==> config.mk <==
export PLATFORM = sky130hd
export DESIGN_NAME = cpu_controller
export DESIGN_NICKNAME = d
export VERILOG_FILES = /design/src/rtl/cpu_pkg.sv /design/src/rtl/cpu_controller_phase_counter.sv /design/src/rtl/cpu_controller.sv
export SDC_FILE = /design/constraint.sdc
export NUM_CORES = 1
export LEC_CHECK = 0
export BUFFER_PORTS_ARGS = -buffer_cell sky130_fd_sc_hd__clkbuf_2
export CORE_AREA = 5 5 42 44
export CTS_CLUSTER_SIZE = 16
export DETAILED_ROUTE_END_ITERATION = 10
export DIE_AREA = 0 0 47 49
export HOLD_SLACK_MARGIN = 0.02
export PLACE_DENSITY = 0.62
export SETUP_SLACK_MARGIN = 0.15
export SYNTH_ARGS = -nofsm -noshare
export SYNTH_HDL_FRONTEND = slang
export SYNTH_SLANG_ARGS = --single-unit
export TNS_END_PERCENT = 50
==> constraint.sdc <==
create_clock -name clk -period 1.72 [get_ports clk]
set_clock_uncertainty 0.05 [all_clocks]
set_input_delay 0.172 -clock clk [delete_from_list [all_inputs] [get_ports clk]]
set_output_delay 0.172 -clock clk [all_outputs]
set_load 0.03 [all_outputs]
==> src/rtl/cpu_pkg.sv <==
// Shared encodings for the 8-bit accumulator CPU: opcodes, instruction-cycle
// phases and the ALU-opcode membership test.
package cpu_pkg;

  localparam logic [2:0] OP_HLT = 3'b000;
  localparam logic [2:0] OP_SKZ = 3'b001;
  localparam logic [2:0] OP_ADD = 3'b010;
  localparam logic [2:0] OP_AND = 3'b011;
  localparam logic [2:0] OP_XOR = 3'b100;
  localparam logic [2:0] OP_LDA = 3'b101;
  localparam logic [2:0] OP_STO = 3'b110;
  localparam logic [2:0] OP_JMP = 3'b111;

  typedef enum logic [2:0] {
    INST_ADDR  = 3'd0,
    INST_FETCH = 3'd1,
    INST_LOAD  = 3'd2,
    IDLE       = 3'd3,
    OP_ADDR    = 3'd4,
    OP_FETCH   = 3'd5,
    ALU_OP     = 3'd6,
    STORE      = 3'd7
  } phase_t;

  // Opcodes whose result is written back into the accumulator.
  function automatic logic aluop(input logic [2:0] op);
    return (op == OP_ADD) || (op == OP_AND) || (op == OP_XOR) || (op == OP_LDA);
  endfunction

endpackage

==> src/rtl/cpu_controller_phase_counter.sv <==
// Free-running 3-bit instruction-phase counter with a hold input.
module phase_counter
  import cpu_pkg::*;
(
  input  logic   i_clk,
  input  logic   i_rst_n,
  input  logic   i_hold,
  output phase_t o_phase
);

  phase_t r_phase;

  always_ff @(posedge i_clk or negedge i_rst_n) begin
    if (!i_rst_n)
      r_phase <= INST_ADDR;
    else if (!i_hold)
      r_phase <= phase_t'(r_phase + 3'd1);
  end

  assign o_phase = r_phase;

endmodule

==> src/rtl/cpu_controller.sv <==
// Instruction-sequencing controller: steps the 8-phase cycle and decodes the
// registered phase plus opcode/zero into datapath strobes.
module cpu_controller
  import cpu_pkg::*;
(
  input  logic       clk,
  input  logic       rst_,
  input  logic [2:0] opcode,
  input  logic       zero,
  output logic       sel,
  output logic       rd,
  output logic       wr,
  output logic       ld_ir,
  output logic       ld_ac,
  output logic       ld_pc,
  output logic       inc_pc,
  output logic       data_e,
  output logic       halt,
  output logic [2:0] phase
);

  phase_t w_phase;
  logic   w_hlt_now;
  logic   w_hold;
  logic   w_alu;
  logic   r_halt;

  assign w_hlt_now = (w_phase == OP_ADDR) && (opcode == OP_HLT);
  // Hold on the HLT edge itself so the phase freezes at OP_ADDR together with the halt flag.
  assign w_hold    = r_halt | w_hlt_now;
  assign w_alu     = aluop(opcode);

  phase_counter u_phase_counter (
    .i_clk   (clk),
    .i_rst_n (rst_),
    .i_hold  (w_hold),
    .o_phase (w_phase)
  );

  always_ff @(posedge clk or negedge rst_) begin
    if (!rst_)
      r_halt <= 1'b0;
    else if (w_hlt_now)
      r_halt <= 1'b1;
  end

  always_comb begin
    sel    = 1'b0;
    rd     = 1'b0;
    wr     = 1'b0;
    ld_ir  = 1'b0;
    ld_ac  = 1'b0;
    ld_pc  = 1'b0;
    inc_pc = 1'b0;
    data_e = 1'b0;
    if (!r_halt) begin
      case (w_phase)
        INST_ADDR:  sel = 1'b1;
        INST_FETCH: begin sel = 1'b1; rd = 1'b1; end
        INST_LOAD,
        IDLE:       begin sel = 1'b1; rd = 1'b1; ld_ir = 1'b1; end
        OP_ADDR:    inc_pc = 1'b1;
        OP_FETCH:   rd = w_alu;
        ALU_OP: begin
          rd     = w_alu;
          inc_pc = (opcode == OP_SKZ) && zero;
          ld_pc  = (opcode == OP_JMP);
          data_e = (opcode == OP_STO);
        end
        STORE: begin
          rd     = w_alu;
          ld_ac  = w_alu;
          ld_pc  = (opcode == OP_JMP);
          inc_pc = (opcode == OP_JMP);
          data_e = (opcode == OP_STO);
          wr     = (opcode == OP_STO);
        end
        default: ;
      endcase
    end
  end

  assign halt  = r_halt;
  assign phase = w_phase;

endmodule
After elaboration in Yosys (flattened, before gate mapping)

Cells that the tools add are included.

Output and inout bits: 12
ROM bits: 0
Bits in latches: 0
Register bits: 4
Memories kept: 0
Memory bits (writable): 0
Word-level logic and storage cells: 46

Bitwise gates (word level): 1
$add $sub $neg: 1
Mux-type cells: 16
Equal/unequal tests: 14
Reductions and logical operators: 12
Shift-type cells: 0
Multipliers: 0
Divide/modulo/power cells: 0
Order comparisons: 0

Operators by type and width:

| cell                                                            | count |
|---|---|
| 3-bit == test, second input constant                            | 8 |
| 1-bit 2-to-1 mux                                                | 14 |
| 3-bit by 2-bit == test with 1-bit output, second input constant | 4 |
| 3-bit by 1-bit == test with 1-bit output, second input constant | 2 |
| 3-bit logical NOT                                               | 2 |
| 3-bit OR reduction                                              | 2 |
| 2-bit OR reduction                                              | 2 |
| 4-bit OR reduction                                              | 1 |
| 3-bit by 1-bit adder with 3-bit output, second input constant   | 1 |
| 1-bit logical OR                                                | 3 |
| 1-bit case mux with 3 select lines                              | 1 |
| 1-bit logical AND                                               | 2 |
| 1-bit case mux with 2 select lines                              | 1 |
| 1-bit OR                                                        | 1 |

Longest topological paths before layout

Gate-level depths: netlist (run 1).

Word-level depth: 6
Mapped depth: 5

Cells and area by module

Synthesis (run 1) repeated with hierarchy kept, for this count alone.

Cells, all modules: 30
Area total of the unflattened synthesis: 290.3 µm²

By module, submodules not included:

| module         | sequential area each (µm²) | cells each | area an instance (µm²) | instances |
|---|---|---|---|---|
| cpu_controller | 25.0                       | 22         | 156.4                  | 1 |
| phase_counter  | 75.1                       | 8          | 133.9                  | 1 |

Worst setup path after synthesis (run 1)

No wires, ideal clock.

Path kind: register -> output
Start: register u_phase_counter.r_phase[0], in the netlist u_phase_counter.o_phase[0]
End: output port rd
Path buffers: 0
Path slack: -0.359 ns
Cell stages (with the launch flop): 6
Required time: 1.498 ns
Data arrival time: 1.857 ns
Cells stage by stage: dfrtp_1 -> inv_1 -> ha_1 -> or2_2 -> a21oi_1 -> o32ai_1

Longest elaborated chain between the ends: 4

RTL lines:

| what                                   | RTL line                           | RTL |
|---|---|---|
| from (decl)                            | cpu_controller_phase_counter.sv:11 | `phase_t r_phase;` |
| from (signal assigned)                 | cpu_controller_phase_counter.sv:17 | `r_phase <= phase_t'(r_phase + 3'd1);` |
| 3-bit == test (tied with other cells)  | cpu_controller.sv:57               | `case (w_phase)` |
| 3-bit OR reduction (no source line)    | n/a                                |  |
| 1-bit case mux with 2 select lines (*) | cpu_controller.sv:57               |  |
| 1-bit 2-to-1 mux (*)                   | cpu_controller.sv:56               | `if (!r_halt) begin` |
| to (decl)                              | cpu_controller.sv:11               | `output logic rd,` |

Mark *: on every way between the ends. The rest lies on a longest branch, timed or not.

Worst setup path in the final report (run 1)

Same ends and word-level chain as after synthesis.

==> results.txt, run 1 <==
The global-route wire length before repair came out at 2.11 mm. The vertical die dimension came out at 49 um. Cells with a size suffix above 1 make up 79.5% of the layout.

The number of global-route vias before repair is around 460. Each instance of the synthesized netlist takes up on average about 9.0 sq um. The count of unique library cells instantiated by Yosys is 21. The number of max-slew violations in the final report is 0. The number of buffers created by CTS came out at 3. The DRC marker count from the first detailed-route iteration is 3. The synthesized design spends more area on one cell type than any other, namely dfrtp_1.

The sum of routed wire length over all layers came out at 1.15 mm. The worst setup path is launched from a flip-flop. The count of state elements after synthesis came out at 4. Relative to the synthesized area, the layout overhead comes to 117%. The number of placed instances, taps included, is 81. For this design the ratio of total power to cell area is 1980 mW/mm^2. The portion of synthesized cell area occupied by the leading cell type came out at between 20% and 30%. The worst hold path belongs to the class in -> async.

The count of input and output buffers is 17. The total half-perimeter wirelength after legalization and detailed placement is ~910 um. The total number of clock tree sinks came out at 4. The biggest cell delay along the critical path is 0.41 ns. Setup repair after global routing could not meet its margin everywhere.

After detailed routing, the average wire length per cell comes to 13.0 um. The run finished, with violations left. The final non-filler cell total came out at a little under 90.

The final routed DRC violation total came out at 0. The portion of synthesized area spent on multiplexers is 3.80%. The maximum number of pins on one net before global-route repair came out at 9.

The count of nets left with antenna violations once routing finished came out at 0. The post-synthesis simple-gate area fraction is 24.4%. Summing the areas of all compound-gate instances in the mapped netlist gives between 10 and 15% of the synthesized area. Sorting the synthesized cells by area gives the leading types as dfrtp_1 (25%), ha_1 (22%), a21oi_1 (8.9%). The net count after synthesis is 57. The setup path with the least slack is of type reg -> out. The worst setup path is captured at an output port. The largest family of logic cells by synthesized area is simple AND/OR/NAND/NOR gates.

After layout, the worst path uses 106% of the clock period. The critical path arrival is 1.61 ns. At the later pin of the worst-skew pair, clock insertion delay measures 0.23 ns. In this run the count of I/O pins placed on the die edge is 18. The count of vias placed by the detailed router is 430. The residual overflow from global routing is 0. The total power draw came out at 0.00170 W. The tool flagged a number of max-cap violations equal to 0. The area of the mapped netlist is 395 sq um. The worst setup slack after layout came out at -0.108 ns. The highest net fanout along the worst path came out at 4. The reported leakage power came out at between 0.3 and 0.4 nW.

The worst slew slack as a fraction of its limit came out at 77.5%. The xor and xnor area share after synthesis is 4.43%. The aggregate global-route resource usage is 12.5%.

From left edge to right edge, the die measures 47 um. The die area came out at between 0.002 and 0.0025 sq mm. The region available for standard cell placement spans 0.00140 sq mm. The endpoint required time on the critical path is 1.50 ns. The final antenna diode count is 0. The final reports fail on negative setup slack. The number of hold violations in the final report came out at 0. The initial antenna violation count came out at 0. The TritonCTS clock tree is yes. The cell at the root of the clock tree is clkbuf_4. The initial core utilization is 28.2%. The number of warnings printed during yosys synthesis is 0. The number of endpoints failing setup at the final stage came out at 2. Counting the fill cells in the layout gives 125.

The gate count of the mapped netlist is 44. Summing the areas of all fa, ha and maj instances in the mapped netlist gives 22.2% of the synthesized area. The weighted congestion reported at the end of routability-driven placement is between 0.7 and 0.8.

The pin slew with the least headroom to its limit is 0.335 ns. The worst-path cell with the longest stage delay is dfrtp_2. The row count came out at 14.

The count of H-tree levels built during CTS is 1. The highest clock rate is 547 MHz. The iteration count of the initial detailed-routing pass came out at 4.

Across the VDD grid, the largest voltage drop is approximately 1200 uV. The ratio of routed vias to standard cells came out at 4.83. The final-stage net count came out at 87.

No sink is reached through more buffers than the 2 on the longest clock path. The critical path goes through inv_2, ha_2, or3_4, o32ai_4, clkbuf_8. After clock tree synthesis, the clock-pin slew on the worst setup and hold paths is 0.04 ns. The clock period minus worst slack came out at ~1.8 ns. For this run, the register share of the synthesized area comes to roughly 25%.
[cell usage after synthesis]
| library cell | instances |
|---|---|
| nand2_1 | 2 |
| xnor2_1 | 2 |
| a21oi_1 | 7 |
| inv_1 | 4 |
| nor3b_1 | 3 |
| nand2b_1 | 1 |
| nand4_1 | 2 |
| a21oi_2 | 1 |
| ha_1 | 7 |
| nor2b_1 | 1 |
| o32ai_1 | 1 |
| or3_1 | 1 |
| mux2_4 | 1 |
| nor3_1 | 1 |
| buf_2 | 1 |
| nor3b_2 | 1 |
| dfrtp_1 | 4 |
| a31oi_1 | 1 |
| nor2_1 | 1 |
| or2_2 | 1 |
| nand3b_1 | 1 |
[timing repair]
action	CTS	global route
resized for setup	32	6
setup buffers	3	0
cloned	0	0
hold buffers	1	0
hold endpoints to repair	4	0
setup endpoints to repair	9	9
pin swaps	5	5
[cells in the final DEF (no fill, tap or decap), drive strengths merged]
cell | netlist | routed
dlygate4sd3 | 0 | 1
clkbuf | 0 | 19
nor2b | 1 | 1
nand2 | 2 | 2
or2 | 1 | 1
a31oi | 1 | 1
or3 | 1 | 1
nand3b | 1 | 1
nor3 | 1 | 1
mux2 | 1 | 1
nand4 | 2 | 2
xnor2 | 2 | 2
nor3b | 4 | 4
o32ai | 1 | 1
dfrtp | 4 | 4
ha | 7 | 7
inv | 4 | 4
buf | 1 | 10
nand2b | 1 | 1
a21oi | 8 | 8
nor2 | 1 | 1
[metal layers]
layer	global-route usage, %	up-vias	wire (um)
met4	5.53	0	0
met5	0	-	0
met3	1.11	0	62
met1	15.1	206	464
li1	-	211	-
met2	21.3	13	626
[worst paths after layout]
path / depth (start not counted) / startpoint / slack [ns] / to
max reg2reg: 6 / u_phase_counter.o_phase[0] / 0.05 / u_phase_counter.o_phase[1]
min: 2 / rst_ / 0.22 / u_phase_counter.o_phase[1]
min reg2reg: 2 / u_phase_counter.o_phase[1] / 0.68 / u_phase_counter.o_phase[1]
max in group asynchronous: 2 / rst_ / 1.26 / halt
min in group clk: 4 / opcode[1] / 0.33 / u_phase_counter.o_phase[2]
max: 5 / u_phase_counter.o_phase[0] / -0.11 / rd
[power breakdown]
part / switching (W) / internal [W] / total [W] / leakage (nW)
combinational: 0.000694 / 0.000630 / 0.00132 / 0.295
sequential: 0.0000961 / 0.000155 / 0.000251 / 0.0415
clock: 0.0000370 / 0.0000869 / 0.000124 / 0.0150
[cells by family (layout without fill, tap and decap cells)]
group	Yosys count	count (layout)
simple gates	15	15
compound gates	10	10
fa+ha+maj	7	7
buf+inv	5	34
flops	4	4
xor+xnor	2	2
mux	1	1
[through the flow]
step / util, % / setup WS, ns / setup TNS, ns / hold WS [ns] / cell area [sq um]
global placement: 45.4 / 0.0303 / 0 / -0.0691 / 636
detailed placement: 45.4 / -0.00332 / -0.00548 / -0.0673 / 636
global route: 61.3 / -0.182 / -0.511 / 0.237 / 858
finish: 61.3 / -0.108 / -0.169 / 0.224 / 858
floorplan: - / 0.0749 / 0 / -0.174 / 500
CTS: 59.7 / -0.133 / -0.300 / 0.217 / 837
[area by class of cell]
type,instances,area [sq um],share of cell area (%)
Multi-Input combinational cell,35,468,54.5
Clock buffer,4,26.3,3.06
Tap cell,16,20.0,2.33
Timing Repair Buffer,26,224,26.1
Sequential cell,4,105,12.2
Inverter,4,15.0,1.75
[sequential cells by signal, indices dropped and copies added (netlist names)]
register                 count
halt                         1
u_phase_counter.o_phase      3
[worst max-delay path: cells and delay by family (launching register included)]
kind / cells / cell delay, ns
AO/OA/AOI/OAI: 1 / 0.10
buffers and inverters: 2 / 0.28
AND/OR/NAND/NOR: 1 / 0.38
flip-flops: 1 / 0.41
adder cells (fa/ha/maj): 1 / 0.21
Note: power is estimated with default switching activity, not from simulation.
==> run 2: changes to the inputs <==
--- a/config.mk
+++ b/config.mk
@@ -6,12 +6,15 @@
 export NUM_CORES = 1
 export LEC_CHECK = 0
 export BUFFER_PORTS_ARGS = -buffer_cell sky130_fd_sc_hd__clkbuf_2
-export CORE_AREA = 5 5 42 44
+export CELL_PAD_IN_SITES_DETAIL_PLACEMENT = 1
+export CELL_PAD_IN_SITES_GLOBAL_PLACEMENT = 2
+export CORE_MARGIN = 5
+export CORE_UTILIZATION = 24
 export CTS_CLUSTER_SIZE = 16
 export DETAILED_ROUTE_END_ITERATION = 10
-export DIE_AREA = 0 0 47 49
 export HOLD_SLACK_MARGIN = 0.02
-export PLACE_DENSITY = 0.62
+export PLACE_DENSITY = 0.81
+export RECOVER_POWER = 100
 export SETUP_SLACK_MARGIN = 0.15
 export SYNTH_ARGS = -nofsm -noshare
 export SYNTH_HDL_FRONTEND = slang
==> constraint.sdc (replaced) <==
create_clock -name clk -period 1.81 [get_ports clk]
set_clock_uncertainty 0.05 [all_clocks]
set_input_delay 0.181 -clock clk [delete_from_list [all_inputs] [get_ports clk]]
set_output_delay 0.181 -clock clk [all_outputs]
set_load 0.03 [all_outputs]
==> run 2 against run 1 <==
Compared with the run above: critical endpoint unchanged; worst hold slack improved by 0.019 ns; die area rose by 11%; critical path depth did not move; combinational power fell by 18%; utilization fell by 13 points; global-route usage fell by 3.1 points; the run still ends with negative setup slack left; clock power barely moved.
==> results.txt, run 2 (synthesis results as in run 1) <==
The residual overflow from global routing was 0 (unchanged). The count of placed standard cells including taps is 78 (-3.7%). The minimum setup slack among reg-to-reg paths was 0.14 ns (+0.09 ns). The clock period minus worst slack is 1.84 ns. The share of the cycle needed by the critical path after routing is 102%. The aggregate negative setup slack was -0.0332 ns (+0.136 ns).

The layout filler cell count was 186 (+49%). The worst-path cell with the longest stage delay is dfrtp_2. The number of max-slew violations in the final report came to 0 (unchanged). The number of endpoints failing setup at the final stage was 1 (-1). The capture point of the worst reg-to-reg path is u_phase_counter.o_phase[1]. The area overhead of the layout relative to synthesis is 89.2%. The worst setup path is launched from a flip-flop.

In the layout the commonest cells are buf_4 (9), clkbuf_2 (7), clkbuf_4 (6), ha_2 (5). In this design, the critical path's most frequently occurring cell is ha_2. The final-stage net count came out at 85 (-2.3%).

The iteration count of the initial detailed-routing pass came to 1 (-3). The final non-filler cell total came out at 87 (-2.2%). The sum of routed wire length over all layers is 1.15 mm (-0.35%).

The min-delay analysis places its worst path in the category in -> async. The internal portion of total power came out at 0.000736 W (-16%). Walking the worst path, the cells encountered are ha_2, ha_2, a21oi_4, o32ai_4, clkbuf_8. The footprint of the flip-flops and latches is 104 sq um (-1.2%). The relative contribution of combinational cells to total power came out at 74.3% (-3.6 points). The proportion of power drawn by the clock network came out at 8.3% (+1.0 points). The switching power summed over all nets came to 0.000720 W (-13%).

The footprint of the multi-input gates came out at 409 sq um (-13%). The fraction of layout instances using a drive strength above 1 is 71.8% (-7.6 points). The number of flip-flops under the largest register name came out at 3 (unchanged).

The run finished, with violations left. The number of cell instances on the worst register-to-register path is 6 (unchanged). The library cell used most frequently in the layout, excluding fill and tap cells, is buf_4. The switching part of the total came out at 49.4% (+0.75 points). The critical path arrival was 1.61 ns (about the same). The checks that failed: negative setup slack. The number of top-level pins came to 18 (unchanged). The sequential cell fraction of total power is 17.3% (+2.5 points). The pin slew with the least headroom to its limit was 0.372 ns (+0.0365 ns).

The reported leakage power is 0.297 nW (-16%). The vertical die dimension came out at 50.6 um (+3.2%). The count of vias placed by the detailed router is 429 (-0.23%). The DRC marker count from the first detailed-route iteration is 0 (-3).

The total half-perimeter wirelength after legalization and detailed placement is 931 um (+2.1%). The aggregate global-route resource usage is 9.45% (-3.1 points). The count of input and output buffers is 17 (unchanged). The row count is 14 (unchanged). The endpoint required time on the critical path was 1.58 ns (+0.08 ns).

The maximum number of pins on one net before global-route repair is 10 (+1). The end-of-flow core utilization is 48.5% (-13 points). The initial antenna violation count came out at 0 (unchanged). The die width came out at 50.6 um (+7.6%). The count of H-tree levels built during CTS came out at 1 (unchanged). The global-route wire length before repair came to 1.86 mm (-12%).

The number of buffers created by CTS came out at 3 (unchanged). The cell at the root of the clock tree is clkbuf_4. The max-capacitance violation count is 0 (unchanged).

The number of buffers on the longest clock path is 2 (unchanged). The final routed DRC violation total is 0 (unchanged). The highest net fanout along the worst path came out at 5 (+1). The biggest cell delay along the critical path is 0.42 ns (about the same).

The ratio of routed vias to standard cells is 4.93 (+2.1%). The power density relative to cell area is 1950 mW/mm^2 (-1.7%). The insertion delay to the later sink of the worst-skew pair came out at 0.24 ns (about the same).

The initial core utilization is 25.6% (-2.6 points). The clock edge transition at the registers on the reported setup and hold paths is 0.04 ns (about the same). The worst slew slack as a fraction of its limit came out at 75.3% (-2.2 points). The number of hold violations in the final report is 0 (unchanged). The detail-routed net length per standard cell came to 13.2 um (+1.9%). The worst setup slack after layout is -0.0332 ns (+0.0744 ns). The worst setup slack before clock tree synthesis is 0.0673 ns (+0.0707 ns). The worst setup path is captured at an output port. The die area came out at 0.00256 sq mm (+11%).

The type of the setup path with the least slack is reg -> out. The TritonCTS clock tree is yes. Setup repair after global routing could not meet its margin everywhere.

The weighted congestion reported at the end of routability-driven placement came out at 0.702 (-7.2%). The final antenna diode count came out at 0 (unchanged). The worst register-to-register path begins at u_phase_counter.o_phase[0]. The final-layout worst hold slack came out at 0.243 ns (+0.0189 ns). The highest clock rate is 543 MHz. The area of the core came to 0.00154 sq mm (+10%). The final antenna-violating net count came out at 0 (unchanged).

The maximum resistive drop on vdd came to 938 uV (-22%). The number of global-route vias before repair came out at 450 (-2.8%). The total number of clock tree sinks was 4 (unchanged).
[run 2: changes by cell type in the layout (fill, tap and decap cells not counted), sizes merged]
cell,change
clkbuf,-2
[run 2: routing by layer]
| layer | track usage (%) | share of wire (%) | vias to the layer above | routed length (um) |
|---|---|---|---|---|
| li1 | - | - | 211 | - |
| met1 | 10.4 | 43 | 208 | 499 |
| met2 | 16.1 | 53 | 8 | 604 |
| met3 | 0.888 | 1.9 | 2 | 22 |
| met4 | 7.66 | 2.0 | 0 | 23 |
| met5 | 0 | 0 | - | 0 |
[run 2: final cells by class]
cell class	count	share of cell area [%]
tap	16	2.68
inverter	4	2.34
timing repair buffer	24	22.9
sequential	4	13.9
clock buffer	4	3.51
multi-input combinational	35	54.7
[run 2: how the worst max path moves through the flow]
stage	start	end	slack, ns	depth (start not counted)
floorplan	u_phase_counter.o_phase[1]	ld_pc	0.13	4
global placement	u_phase_counter.o_phase[0]	rd	0.11	6
detailed placement	u_phase_counter.o_phase[0]	rd	0.07	6
CTS	u_phase_counter.o_phase[1]	rd	-0.07	6
global route	u_phase_counter.o_phase[1]	rd	-0.11	5
finish	u_phase_counter.o_phase[1]	rd	-0.03	5
[run 2: per-stage QoR]
stage          instance area [sq um]  power (W)
2_1_floorplan                    469   0.000873
3_3_place_gp                     584    0.00109
3_5_place_dp                     584    0.00110
4_1_cts                          712    0.00140
5_1_grt                          748    0.00157
6_report                         748    0.00146
[run 2: repair_timing]
action | in CTS | in global routing
pin swaps | 4 | 2
setup buffers | 3 | 1
resized for setup | 21 | 10
gates cloned | 0 | 0
endpoints found under the setup margin | 8 | 9
hold buffers | 1 | 0
hold endpoints to repair | 4 | 0
[run 2: power groups by stage]
stage                     Sequential (W)  Combinational (W)  Clock [W]
after floorplan                 0.000281           0.000592          0
after global placement          0.000223           0.000866          0
after detailed placement        0.000228           0.000874          0
after CTS                       0.000242            0.00103   0.000129
after global routing            0.000267            0.00116   0.000140
final                           0.000252            0.00108   0.000121
[run 2: worst max-delay path, delay by kind of cell (launching register included)]
| family | cells | cell delay [ns] |
|---|---|---|
| AO/OA/AOI/OAI | 2 | 0.30 |
| adder cells (fa/ha/maj) | 2 | 0.44 |
| flip-flops | 1 | 0.42 |
| buffers and inverters | 1 | 0.20 |
